<file path="src/rtl/cache_axi_rd_arb_if.sv">
// Bus bundle for cache_axi_rd_arb: packed per-master AR/R lines on the cache side
// and a single AXI3 read channel on the memory side.
interface cache_axi_rd_arb_if #(
  parameter int N_MASTERS  = 3,
  parameter int ADDR_WIDTH = 32,
  parameter int DATA_WIDTH = 32,
  parameter int ID_WIDTH   = 4
);
  logic [N_MASTERS-1:0]            m_arvalid;
  logic [N_MASTERS-1:0]            m_arready;
  logic [N_MASTERS*ADDR_WIDTH-1:0] m_araddr;
  logic [N_MASTERS*4-1:0]          m_arlen;
  logic [N_MASTERS*3-1:0]          m_arsize;
  logic [N_MASTERS*2-1:0]          m_arburst;
  logic [N_MASTERS*ID_WIDTH-1:0]   m_arid;
  logic [N_MASTERS-1:0]            m_rvalid;
  logic [N_MASTERS-1:0]            m_rready;
  logic [DATA_WIDTH-1:0]           m_rdata;
  logic [1:0]                      m_rresp;
  logic                            m_rlast;
  logic [ID_WIDTH-1:0]             m_rid;

  logic                            s_arvalid;
  logic                            s_arready;
  logic [ADDR_WIDTH-1:0]           s_araddr;
  logic [3:0]                      s_arlen;
  logic [2:0]                      s_arsize;
  logic [1:0]                      s_arburst;
  logic [ID_WIDTH-1:0]             s_arid;
  logic                            s_rvalid;
  logic                            s_rready;
  logic [DATA_WIDTH-1:0]           s_rdata;
  logic [1:0]                      s_rresp;
  logic                            s_rlast;
  logic [ID_WIDTH-1:0]             s_rid;

  // The arbiter serves the cache masters, hence it takes the slave view.
  modport slave (
    input  m_arvalid, m_araddr, m_arlen, m_arsize, m_arburst, m_arid, m_rready,
    input  s_arready, s_rvalid, s_rdata, s_rresp, s_rlast, s_rid,
    output m_arready, m_rvalid, m_rdata, m_rresp, m_rlast, m_rid,
    output s_arvalid, s_araddr, s_arlen, s_arsize, s_arburst, s_arid, s_rready
  );

  modport master (
    output m_arvalid, m_araddr, m_arlen, m_arsize, m_arburst, m_arid, m_rready,
    output s_arready, s_rvalid, s_rdata, s_rresp, s_rlast, s_rid,
    input  m_arready, m_rvalid, m_rdata, m_rresp, m_rlast, m_rid,
    input  s_arvalid, s_araddr, s_arlen, s_arsize, s_arburst, s_arid, s_rready
  );
endinterface

</file>
<file path="src/rtl/cache_axi_rd_arb.sv">
// N-master AXI3 read arbiter, one burst outstanding; fixed priority by default,
// round-robin when CACHE_AXI_RD_ARB_RR_EN is defined.
module cache_axi_rd_arb #(
  parameter int N_MASTERS  = 3,
  parameter int ADDR_WIDTH = 32,
  parameter int DATA_WIDTH = 32,
  parameter int ID_WIDTH   = 4
) (
  input  logic              clk,
  input  logic              rst,
  cache_axi_rd_arb_if.slave bus,
  output logic              busy,
  output logic              len_err
);
  localparam int GW = $clog2(N_MASTERS);

  typedef enum logic [1:0] {IDLE, ADDR, DATA} state_e;

  state_e                state_q, state_d;
  logic [GW-1:0]         grant_q, grant_d, reqIdx;
  logic                  reqAny;
  logic [ADDR_WIDTH-1:0] araddr_q, araddr_d;
  logic [3:0]            arlen_q, arlen_d;
  logic [2:0]            arsize_q, arsize_d;
  logic [1:0]            arburst_q, arburst_d;
  logic [ID_WIDTH-1:0]   arid_q, arid_d;
  logic [3:0]            beat_q, beat_d;
  logic                  len_err_q, len_err_d;
  logic                  beatAccept;
`ifdef CACHE_AXI_RD_ARB_RR_EN
  logic [GW-1:0]         ptr_q, ptr_d;
  logic [GW:0]           candW;
`endif

  assign reqAny     = |bus.m_arvalid;
  assign beatAccept = (state_q == DATA) && bus.s_rvalid && bus.m_rready[grant_q];

  always_comb begin
    reqIdx = '0;
`ifdef CACHE_AXI_RD_ARB_RR_EN
    candW = '0;
    // Scan backwards so the first requester at or after the pointer wins.
    for (int i = N_MASTERS - 1; i >= 0; i--) begin
      candW = {1'b0, ptr_q} + (GW+1)'(i);
      if (candW >= (GW+1)'(N_MASTERS)) candW = candW - (GW+1)'(N_MASTERS);
      if (bus.m_arvalid[candW[GW-1:0]]) reqIdx = candW[GW-1:0];
    end
`else
    for (int i = N_MASTERS - 1; i >= 0; i--) begin
      if (bus.m_arvalid[i]) reqIdx = GW'(i);
    end
`endif
  end

  always_ff @(posedge clk or negedge rst) begin
    if (!rst) state_q <= IDLE;
    else      state_q <= state_d;
  end

  always_comb begin
    state_d = state_q;
    unique case (state_q)
      IDLE:    if (reqAny) state_d = ADDR;
      ADDR:    if (bus.s_arready) state_d = DATA;
      DATA:    if (beatAccept && bus.s_rlast) state_d = IDLE;
      default: state_d = IDLE;
    endcase
  end

  always_comb begin
    grant_d   = grant_q;
    araddr_d  = araddr_q;
    arlen_d   = arlen_q;
    arsize_d  = arsize_q;
    arburst_d = arburst_q;
    arid_d    = arid_q;
    beat_d    = beat_q;
    len_err_d = len_err_q;
`ifdef CACHE_AXI_RD_ARB_RR_EN
    ptr_d     = ptr_q;
`endif
    if (state_q == IDLE && reqAny) begin
      grant_d   = reqIdx;
      araddr_d  = bus.m_araddr[reqIdx*ADDR_WIDTH +: ADDR_WIDTH];
      arlen_d   = bus.m_arlen[reqIdx*4 +: 4];
      arsize_d  = bus.m_arsize[reqIdx*3 +: 3];
      arburst_d = bus.m_arburst[reqIdx*2 +: 2];
      arid_d    = bus.m_arid[reqIdx*ID_WIDTH +: ID_WIDTH];
    end
    if (state_q == ADDR && bus.s_arready) beat_d = '0;
    // The beat index before increment must equal arlen exactly on the rlast beat.
    if (beatAccept) begin
      beat_d = beat_q + 4'd1;
      if (bus.s_rlast != (beat_q == arlen_q)) len_err_d = 1'b1;
    end
`ifdef CACHE_AXI_RD_ARB_RR_EN
    if (beatAccept && bus.s_rlast)
      ptr_d = (grant_q == GW'(N_MASTERS - 1)) ? '0 : grant_q + GW'(1);
`endif
  end

  always_ff @(posedge clk or negedge rst) begin
    if (!rst) begin
      grant_q   <= '0;
      araddr_q  <= '0;
      arlen_q   <= '0;
      arsize_q  <= '0;
      arburst_q <= '0;
      arid_q    <= '0;
      beat_q    <= '0;
      len_err_q <= 1'b0;
`ifdef CACHE_AXI_RD_ARB_RR_EN
      ptr_q     <= '0;
`endif
    end else begin
      grant_q   <= grant_d;
      araddr_q  <= araddr_d;
      arlen_q   <= arlen_d;
      arsize_q  <= arsize_d;
      arburst_q <= arburst_d;
      arid_q    <= arid_d;
      beat_q    <= beat_d;
      len_err_q <= len_err_d;
`ifdef CACHE_AXI_RD_ARB_RR_EN
      ptr_q     <= ptr_d;
`endif
    end
  end

  always_comb begin
    bus.m_arready = '0;
    bus.m_rvalid  = '0;
    bus.s_rready  = 1'b0;
    bus.s_arvalid = 1'b0;
    unique case (state_q)
      ADDR: begin
        bus.s_arvalid          = 1'b1;
        bus.m_arready[grant_q] = bus.s_arready;
      end
      DATA: begin
        bus.m_rvalid[grant_q] = bus.s_rvalid;
        bus.s_rready          = bus.m_rready[grant_q];
      end
      default: ;
    endcase
  end

  assign bus.s_araddr  = araddr_q;
  assign bus.s_arlen   = arlen_q;
  assign bus.s_arsize  = arsize_q;
  assign bus.s_arburst = arburst_q;
  assign bus.s_arid    = arid_q;
  assign bus.m_rdata   = bus.s_rdata[DATA_WIDTH-1:0];
  assign bus.m_rresp   = bus.s_rresp;
  assign bus.m_rlast   = bus.s_rlast;
  assign bus.m_rid     = bus.s_rid[ID_WIDTH-1:0];
  assign busy          = (state_q != IDLE);
  assign len_err       = len_err_q;
endmodule

</file>
<file path="src/flat_wrapper.sv">
// flat-port wrapper written by rule: the top's interface ports become plain ports
module cache_axi_rd_arb_flat 
#(
  parameter int N_MASTERS  = 3,
  parameter int ADDR_WIDTH = 32,
  parameter int DATA_WIDTH = 32,
  parameter int ID_WIDTH   = 4
)
  (clk, rst, busy, len_err, bus_m_arvalid, bus_m_araddr, bus_m_arlen, bus_m_arsize, bus_m_arburst, bus_m_arid, bus_m_rready, bus_s_arready, bus_s_rvalid, bus_s_rdata, bus_s_rresp, bus_s_rlast, bus_s_rid, bus_m_arready, bus_m_rvalid, bus_m_rdata, bus_m_rresp, bus_m_rlast, bus_m_rid, bus_s_arvalid, bus_s_araddr, bus_s_arlen, bus_s_arsize, bus_s_arburst, bus_s_arid, bus_s_rready);
  cache_axi_rd_arb_if #(.N_MASTERS(N_MASTERS), .ADDR_WIDTH(ADDR_WIDTH), .DATA_WIDTH(DATA_WIDTH), .ID_WIDTH(ID_WIDTH)) bus_i ();
  input  logic clk;
  input  logic rst;
  output logic busy;
  output logic len_err;
  input wire logic [$bits(bus_i.m_arvalid)-1:0] bus_m_arvalid;
  input wire logic [$bits(bus_i.m_araddr)-1:0] bus_m_araddr;
  input wire logic [$bits(bus_i.m_arlen)-1:0] bus_m_arlen;
  input wire logic [$bits(bus_i.m_arsize)-1:0] bus_m_arsize;
  input wire logic [$bits(bus_i.m_arburst)-1:0] bus_m_arburst;
  input wire logic [$bits(bus_i.m_arid)-1:0] bus_m_arid;
  input wire logic [$bits(bus_i.m_rready)-1:0] bus_m_rready;
  input wire logic [$bits(bus_i.s_arready)-1:0] bus_s_arready;
  input wire logic [$bits(bus_i.s_rvalid)-1:0] bus_s_rvalid;
  input wire logic [$bits(bus_i.s_rdata)-1:0] bus_s_rdata;
  input wire logic [$bits(bus_i.s_rresp)-1:0] bus_s_rresp;
  input wire logic [$bits(bus_i.s_rlast)-1:0] bus_s_rlast;
  input wire logic [$bits(bus_i.s_rid)-1:0] bus_s_rid;
  output wire logic [$bits(bus_i.m_arready)-1:0] bus_m_arready;
  output wire logic [$bits(bus_i.m_rvalid)-1:0] bus_m_rvalid;
  output wire logic [$bits(bus_i.m_rdata)-1:0] bus_m_rdata;
  output wire logic [$bits(bus_i.m_rresp)-1:0] bus_m_rresp;
  output wire logic [$bits(bus_i.m_rlast)-1:0] bus_m_rlast;
  output wire logic [$bits(bus_i.m_rid)-1:0] bus_m_rid;
  output wire logic [$bits(bus_i.s_arvalid)-1:0] bus_s_arvalid;
  output wire logic [$bits(bus_i.s_araddr)-1:0] bus_s_araddr;
  output wire logic [$bits(bus_i.s_arlen)-1:0] bus_s_arlen;
  output wire logic [$bits(bus_i.s_arsize)-1:0] bus_s_arsize;
  output wire logic [$bits(bus_i.s_arburst)-1:0] bus_s_arburst;
  output wire logic [$bits(bus_i.s_arid)-1:0] bus_s_arid;
  output wire logic [$bits(bus_i.s_rready)-1:0] bus_s_rready;
  assign bus_i.m_arvalid = bus_m_arvalid;
  assign bus_i.m_araddr = bus_m_araddr;
  assign bus_i.m_arlen = bus_m_arlen;
  assign bus_i.m_arsize = bus_m_arsize;
  assign bus_i.m_arburst = bus_m_arburst;
  assign bus_i.m_arid = bus_m_arid;
  assign bus_i.m_rready = bus_m_rready;
  assign bus_i.s_arready = bus_s_arready;
  assign bus_i.s_rvalid = bus_s_rvalid;
  assign bus_i.s_rdata = bus_s_rdata;
  assign bus_i.s_rresp = bus_s_rresp;
  assign bus_i.s_rlast = bus_s_rlast;
  assign bus_i.s_rid = bus_s_rid;
  assign bus_m_arready = bus_i.m_arready;
  assign bus_m_rvalid = bus_i.m_rvalid;
  assign bus_m_rdata = bus_i.m_rdata;
  assign bus_m_rresp = bus_i.m_rresp;
  assign bus_m_rlast = bus_i.m_rlast;
  assign bus_m_rid = bus_i.m_rid;
  assign bus_s_arvalid = bus_i.s_arvalid;
  assign bus_s_araddr = bus_i.s_araddr;
  assign bus_s_arlen = bus_i.s_arlen;
  assign bus_s_arsize = bus_i.s_arsize;
  assign bus_s_arburst = bus_i.s_arburst;
  assign bus_s_arid = bus_i.s_arid;
  assign bus_s_rready = bus_i.s_rready;
  cache_axi_rd_arb #(.N_MASTERS(N_MASTERS), .ADDR_WIDTH(ADDR_WIDTH), .DATA_WIDTH(DATA_WIDTH), .ID_WIDTH(ID_WIDTH)) u_core (.clk(clk), .rst(rst), .bus(bus_i), .busy(busy), .len_err(len_err));
endmodule
</file>
<file path="config.mk">
export PLATFORM = sky130hd
export DESIGN_NAME = cache_axi_rd_arb_flat
export DESIGN_NICKNAME = d
export VERILOG_FILES = /design/src/rtl/cache_axi_rd_arb_if.sv /design/src/rtl/cache_axi_rd_arb.sv /design/src/flat_wrapper.sv
export SDC_FILE = /design/constraint.sdc
export NUM_CORES = 1
export LEC_CHECK = 0
export BUFFER_PORTS_ARGS = -buffer_cell sky130_fd_sc_hd__buf_2
export CAP_MARGIN = 30
export CORE_AREA = 4 4 107 109
export CTS_BUF_LIST = sky130_fd_sc_hd__clkbuf_4 sky130_fd_sc_hd__clkbuf_8
export DETAILED_ROUTE_END_ITERATION = 6
export DIE_AREA = 0 0 111 113
export PLACE_DENSITY_LB_ADDON = 0.15
export REMOVE_ABC_BUFFERS = 1
export SLEW_MARGIN = 20
export SYNTH_ARGS = -nofsm -noshare
export SYNTH_HDL_FRONTEND = slang
export SYNTH_SLANG_ARGS = --single-unit
</file>
<file path="constraint.sdc">
create_clock -name clk -period 1.9 [get_ports clk]
set_clock_uncertainty 0.05 [all_clocks]
set_input_delay 0.475 -clock clk [delete_from_list [all_inputs] [get_ports clk]]
set_output_delay 0.475 -clock clk [all_outputs]
set_load 0.05 [all_outputs]
</file>
=== Yosys cells after proc, flatten, opt, wreduce, memory -nomap -nowiden ===
Index checks and enable logic that the tools add are counted.

* Add/sub/neg operators: 1
* Shifts and indexed selects: 5
* Equal/unequal tests: 7
* $mul: 1
* Reductions and logical operators: 12
* Bitwise gates (word level): 2
* Magnitude comparators: 2
* Muxes and demuxes: 17

{| class="wikitable"
|+ Operators by type and width
! cell !! count
|-
| variable part select 96 x 8 -> 32 bit || 1
|-
| variable part select 12 x 5 -> 4 bit || 2
|-
| two-way mux 2 bit || 6
|-
| variable part select 9 x 5 -> 3 bit || 1
|-
| two-way mux 4 bit || 2
|-
| AND 3 bit || 2
|-
| logical AND 1 bit || 6
|-
| two-way mux 3 bit || 2
|-
| case mux 2 bit (3 select lines) || 1
|-
| variable part select 6 x 4 -> 2 bit || 1
|-
| adder 4 x 1 -> 4 bit (second input constant) || 1
|-
| == test 4 bit || 1
|-
| multiplier 2 x 2 -> 4 bit (second input constant) || 1
|-
| two-way mux 1 bit || 4
|-
| inequality test 2 bit (second input constant) || 2
|-
| nonzero test 2 bit || 2
|-
| less-than comparator 2 x 3 -> 1 bit (second input constant) || 1
|-
| AND reduction 3 bit || 1
|-
| OR reduction 3 bit || 1
|-
| binary-select mux 1 bit (select 2 bit) || 1
|-
| demux 1 bit (select 2 bit) || 1
|-
| == test 2 x 1 -> 1 bit (second input constant) || 1
|-
| == test 2 bit (second input constant) || 1
|-
| >= comparator 2 x 1 -> 1 bit (second input constant) || 1
|-
| 4 further kinds || 4
|}

* Register bits after elaboration: 54
* Input port bits: 184
* Logic and storage cells: 56
* Output and inout port bits: 94

=== Longest topological paths before layout ===
* Word-level depth: 6
* Gate-level depth with buffers: 7
* Gate-level depth less buffers: 5

=== Worst setup path after synthesis ===
No wires, ideal clock.

* Kind: reg2out
* Start: register u_core.state_q[1]
* End: output bus_m_arready[0]
* Arrival: 2.173 ns
* Data required time: 1.375 ns
* Cell stages (with the launch flop): 5
* Buffers on the path: 0
* Path slack: -0.798 ns
* Cell sequence: dfrtp_1 -> nand2b_1 -> inv_1 -> nand2_1 -> nor3_1

* Cells in the longest elaborated chain, start to end: 2

{| class="wikitable"
|+ Ends and longest elaborated chain
! element !! line !! text
|-
| start, declared || cache_axi_rd_arb.sv:19 || <nowiki>state_e state_q, state_d;</nowiki>
|-
| start signal, assigned || cache_axi_rd_arb.sv:57 || <nowiki>else state_q <= state_d;</nowiki>
|-
| == test 2 x 1 -> 1 bit || cache_axi_rd_arb.sv:135 || <nowiki>unique case (state_q)</nowiki>
|-
| two-way mux 3 bit || cache_axi_rd_arb.sv:135 ||
|-
| end, declared || flat_wrapper.sv:28 || <nowiki>output wire logic [$bits(bus_i.m_arready)-1:0] bus_m_arready;</nowiki>
|}

No other way between the ends.

=== Final worst setup path ===
* Start: register u_core.grant_q[0]
* End: output bus_s_rready

* Cells in the longest elaborated chain, start to end: 3

{| class="wikitable"
|+ Ends and longest elaborated chain
! element !! line !! text
|-
| start, declared || cache_axi_rd_arb.sv:20 || <nowiki>logic [GW-1:0] grant_q, grant_d, reqIdx;</nowiki>
|-
| start signal, assigned || cache_axi_rd_arb.sv:116 || <nowiki>grant_q <= grant_d;</nowiki>
|-
| binary-select mux 1 bit (select 2 bit) || cache_axi_rd_arb.sv:142 || <nowiki>bus.s_rready = bus.m_rready[grant_q];</nowiki>
|-
| two-way mux 1 bit (implied by the code) || cache_axi_rd_arb.sv:142 ||
|-
| two-way mux 1 bit || cache_axi_rd_arb.sv:135 ||
|-
| end, declared || flat_wrapper.sv:40 || <nowiki>output wire logic [$bits(bus_i.s_rready)-1:0] bus_s_rready;</nowiki>
|}

No other way between the ends. The select of a mux whose other input is x is not followed.

==> flow_summary.toml <==
[status]
status = "finished, violations left"
violations = "negative setup slack"

[synth]
yosysSeqAreaShare_pct = 38.50
syn_area_mm2 = 0.003510
avgSynthCellArea_um2 = 9.334
ys_types = 36
yosys_warnings = 0
synthCells = 376
yosys_register_bits = 54

[cts]
cts_buffers = 5
cts_root_buffer = "clkbuf_8"
cts_hold_buf = 0
cts.clk_slew.worst_paths_ps = 100
cts_num_sinks = 54
cts_tree = "yes"
clock_latency_ps = 300
ctsHtreeMaxLevel = 2
clk_path_buf_depth = 2

[setup_path]
cp_top_family = "flip-flops"
crit_path_max_incr_delay_ps = 450
path_cells = "mux2i_2, o22a_4, nor2_4, buf_6"
cp-end-kind = "primary output"
cp_slowest_cell = "dfrtp_2"
worstPathRequired_ps = 1370
worstSetupPathType = "reg2out"
worstPathArrival_ps = 1400
path_buf_inv = 1
crit_fanout = 4
start_kind = "flip-flop"

[timing]
rsz0062_at_grt = "yes"
setup_violations = 1
tns_ps = -29.27
worst_pin_slew_ps = 928.3
worst_slack_ps = -29.27
period_share_pct = 101.5
relSlewSlack_pct = 37.99
timing.final.crit_period_ps = 1929
whs_ps = 93.04
slew_viol_final = 0
clock.fmax_mhz = 518.3
hold_viol_final = 0

[routing]
drtIter0Drc = 121
via_count = 3480
finalWirelength_um = 12980
wl_per_cell_um = 18.95
viasPerCell = 5.080
ant_nets = 0
drt_first_pass_iters = 4
remaining_drc_errors = 0

[power_and_ir_drop]
combPwrFrac_pct = 62.5
p_int_uw = 3528
p_seq_share_pct = 28.2
vdd_drop_max_mv = 0.6657
clkPwrFrac_pct = 9.3
power_density_mw_per_mm2 = 1543
swShare_pct = 51.61
net-switching-power_uw = 3763
leakagePower_uw = 0.002282

[floorplanning]
core-area_mm2 = 0.01060
die_area_mm2 = 0.01254
die_w_um = 111
rows = 38
die_y_um = 113
ioPinCount = 278
start_util_pct = 33.10

[placement]
place_area_mm2 = 0.004474
portBuffers = 201
dp_hpwl_um = 10160
globalplace.congestion = 0.8287
place_inst = 671

[flow_run]
max_cap_viol_count = 0

[grt]
grt_antenna_before_repair = 2
grt_max_degree = 55
grt_pass1_vias = 3552
grt.overflow.total = 0
grt_pass1_wl_um = 19640
grt_usage_pct = 20.09

[finish]
final_util_pct = 44.56
final_cells = 685
layout_commonest_cell = "buf_2"
fillers = 1103
layout_common_cells = "buf_2 (194), dfrtp_1 (51), o21ai_0 (50)"
area_delta_synth_final_pct = 34.62
fin_nets = 728
fin_area_mm2 = 0.004725
layout-drive-gt1-share_pct = 53.31

[worst_hold_path]
holdCritPathClass = "in2async"
## per-stage QoR
stage | power (µW) | setup slack (ps)
finish | 7291 | -29.27
global route | 7711 | -87.69
CTS | 7310 | -42.92
detailed placement | 6454 | -67.55
global placement | 6399 | 20.57
floorplan | 5125 | -798.3
## sequential cells by signal, indices dropped and copies added (netlist names)
| register | cells |
|---|---|
| u_core.beat_q | 4 |
| u_core.bus.s_araddr | 32 |
| u_core.bus.s_arburst | 2 |
| u_core.bus.s_arid | 4 |
| u_core.bus.s_arlen | 4 |
| u_core.bus.s_arsize | 3 |
| u_core.grant_q | 2 |
| u_core.len_err | 1 |
| u_core.state_q | 2 |
## cell type report
cell class                      count  area, µm²  area share [%]
Multi-Input combinational cell    251       1768           37.42
Sequential cell                    54       1355           28.68
Timing Repair Buffer              226       1308           27.67
Tap cell                          140      175.2           3.708
Clock buffer                        6      82.58           1.748
Inverter                            5      21.27          0.4502
Clock inverter                      2      12.51          0.2648
Antenna cell                        1      2.502         0.05297
## power groups by stage
stage,registers [µW],logic (µW),clock network (µW)
floorplan,3760,1370,0
global placement,2050,4350,0
detailed placement,2050,4400,0
CTS,2050,4540,714
global route,2140,4820,754
finish,2050,4560,677
## kinds of logic (layout without fill, tap and decap cells)
kind of cell	Yosys count	in the layout	share of synthesized area, %
other cells	0	1	0
xor+xnor	6	6	1.497
buf+inv	71	239	12.98
flops	54	54	38.50
compound gates	124	124	22.07
fa+ha+maj	1	1	0.3564
simple gates	78	78	11.16
mux	42	42	13.44
## cell usage after synthesis, drive strengths merged
master	number	area, µm²
a21oi	18	90.09
a221oi	4	35.03
a22o	1	8.760
a22oi	41	307.8
a311o	1	10.01
buf	54	391.6
clkbuf	12	45.04
dfrtp	54	1351
ha	1	12.51
inv	5	18.77
mux2	41	461.7
mux2i	1	10.01
nand2	35	131.4
nand2b	7	43.79
nand3	1	5.000
nand3b	5	37.54
nor2	7	26.28
nor2b	15	93.84
nor3	2	10.01
nor4	2	12.51
nor4b	1	8.760
o211ai	3	22.52
o21a	1	7.510
o21ai	52	260.3
o21bai	2	15.01
o22a	1	17.52
or2	2	15.02
or2b	1	7.510
xnor2	1	8.760
xor2	5	43.79
## per-layer routing
metal | share of wire [%] | vias up | track usage [%]
met5 | 0.52 | - | 5.490
met3 | 17 | 8 | 15.40
met1 | 40 | 1624 | 24.25
met4 | 0.48 | 4 | 2.709
li1 | - | 1641 | -
met2 | 42 | 203 | 28.68
## path summary, 6_finish.rpt
path | startpoint | end | slack [ps] | depth (start not counted)
max | u_core.grant_q[0]$_DFFE_PN0P_ | bus_s_rready | -30 | 4
max in group asynchronous | rst | u_core.grant_q[1]$_DFFE_PN0P_ | 1450 | 2
min in group clk | bus_s_arready | u_core.state_q[0]$_DFFE_PN0P_ | 390 | 2
min | rst | u_core.bus.s_araddr[6]$_DFFE_PN0P_ | 90 | 2
min reg2reg | u_core.len_err$_DFFE_PN0P_ | u_core.len_err$_DFFE_PN0P_ | 440 | 1
max reg2reg | u_core.state_q[0]$_DFFE_PN0P_ | u_core.beat_q[2]$_DFFE_PN0P_ | 110 | 5
## timing repair
action,CTS,global route
hold endpoints to repair,0,0
resized for setup,17,18
setup buffers,4,1
setup endpoints to repair,6,8
pin swaps,2,4
Power figures use the tool's default switching activity.
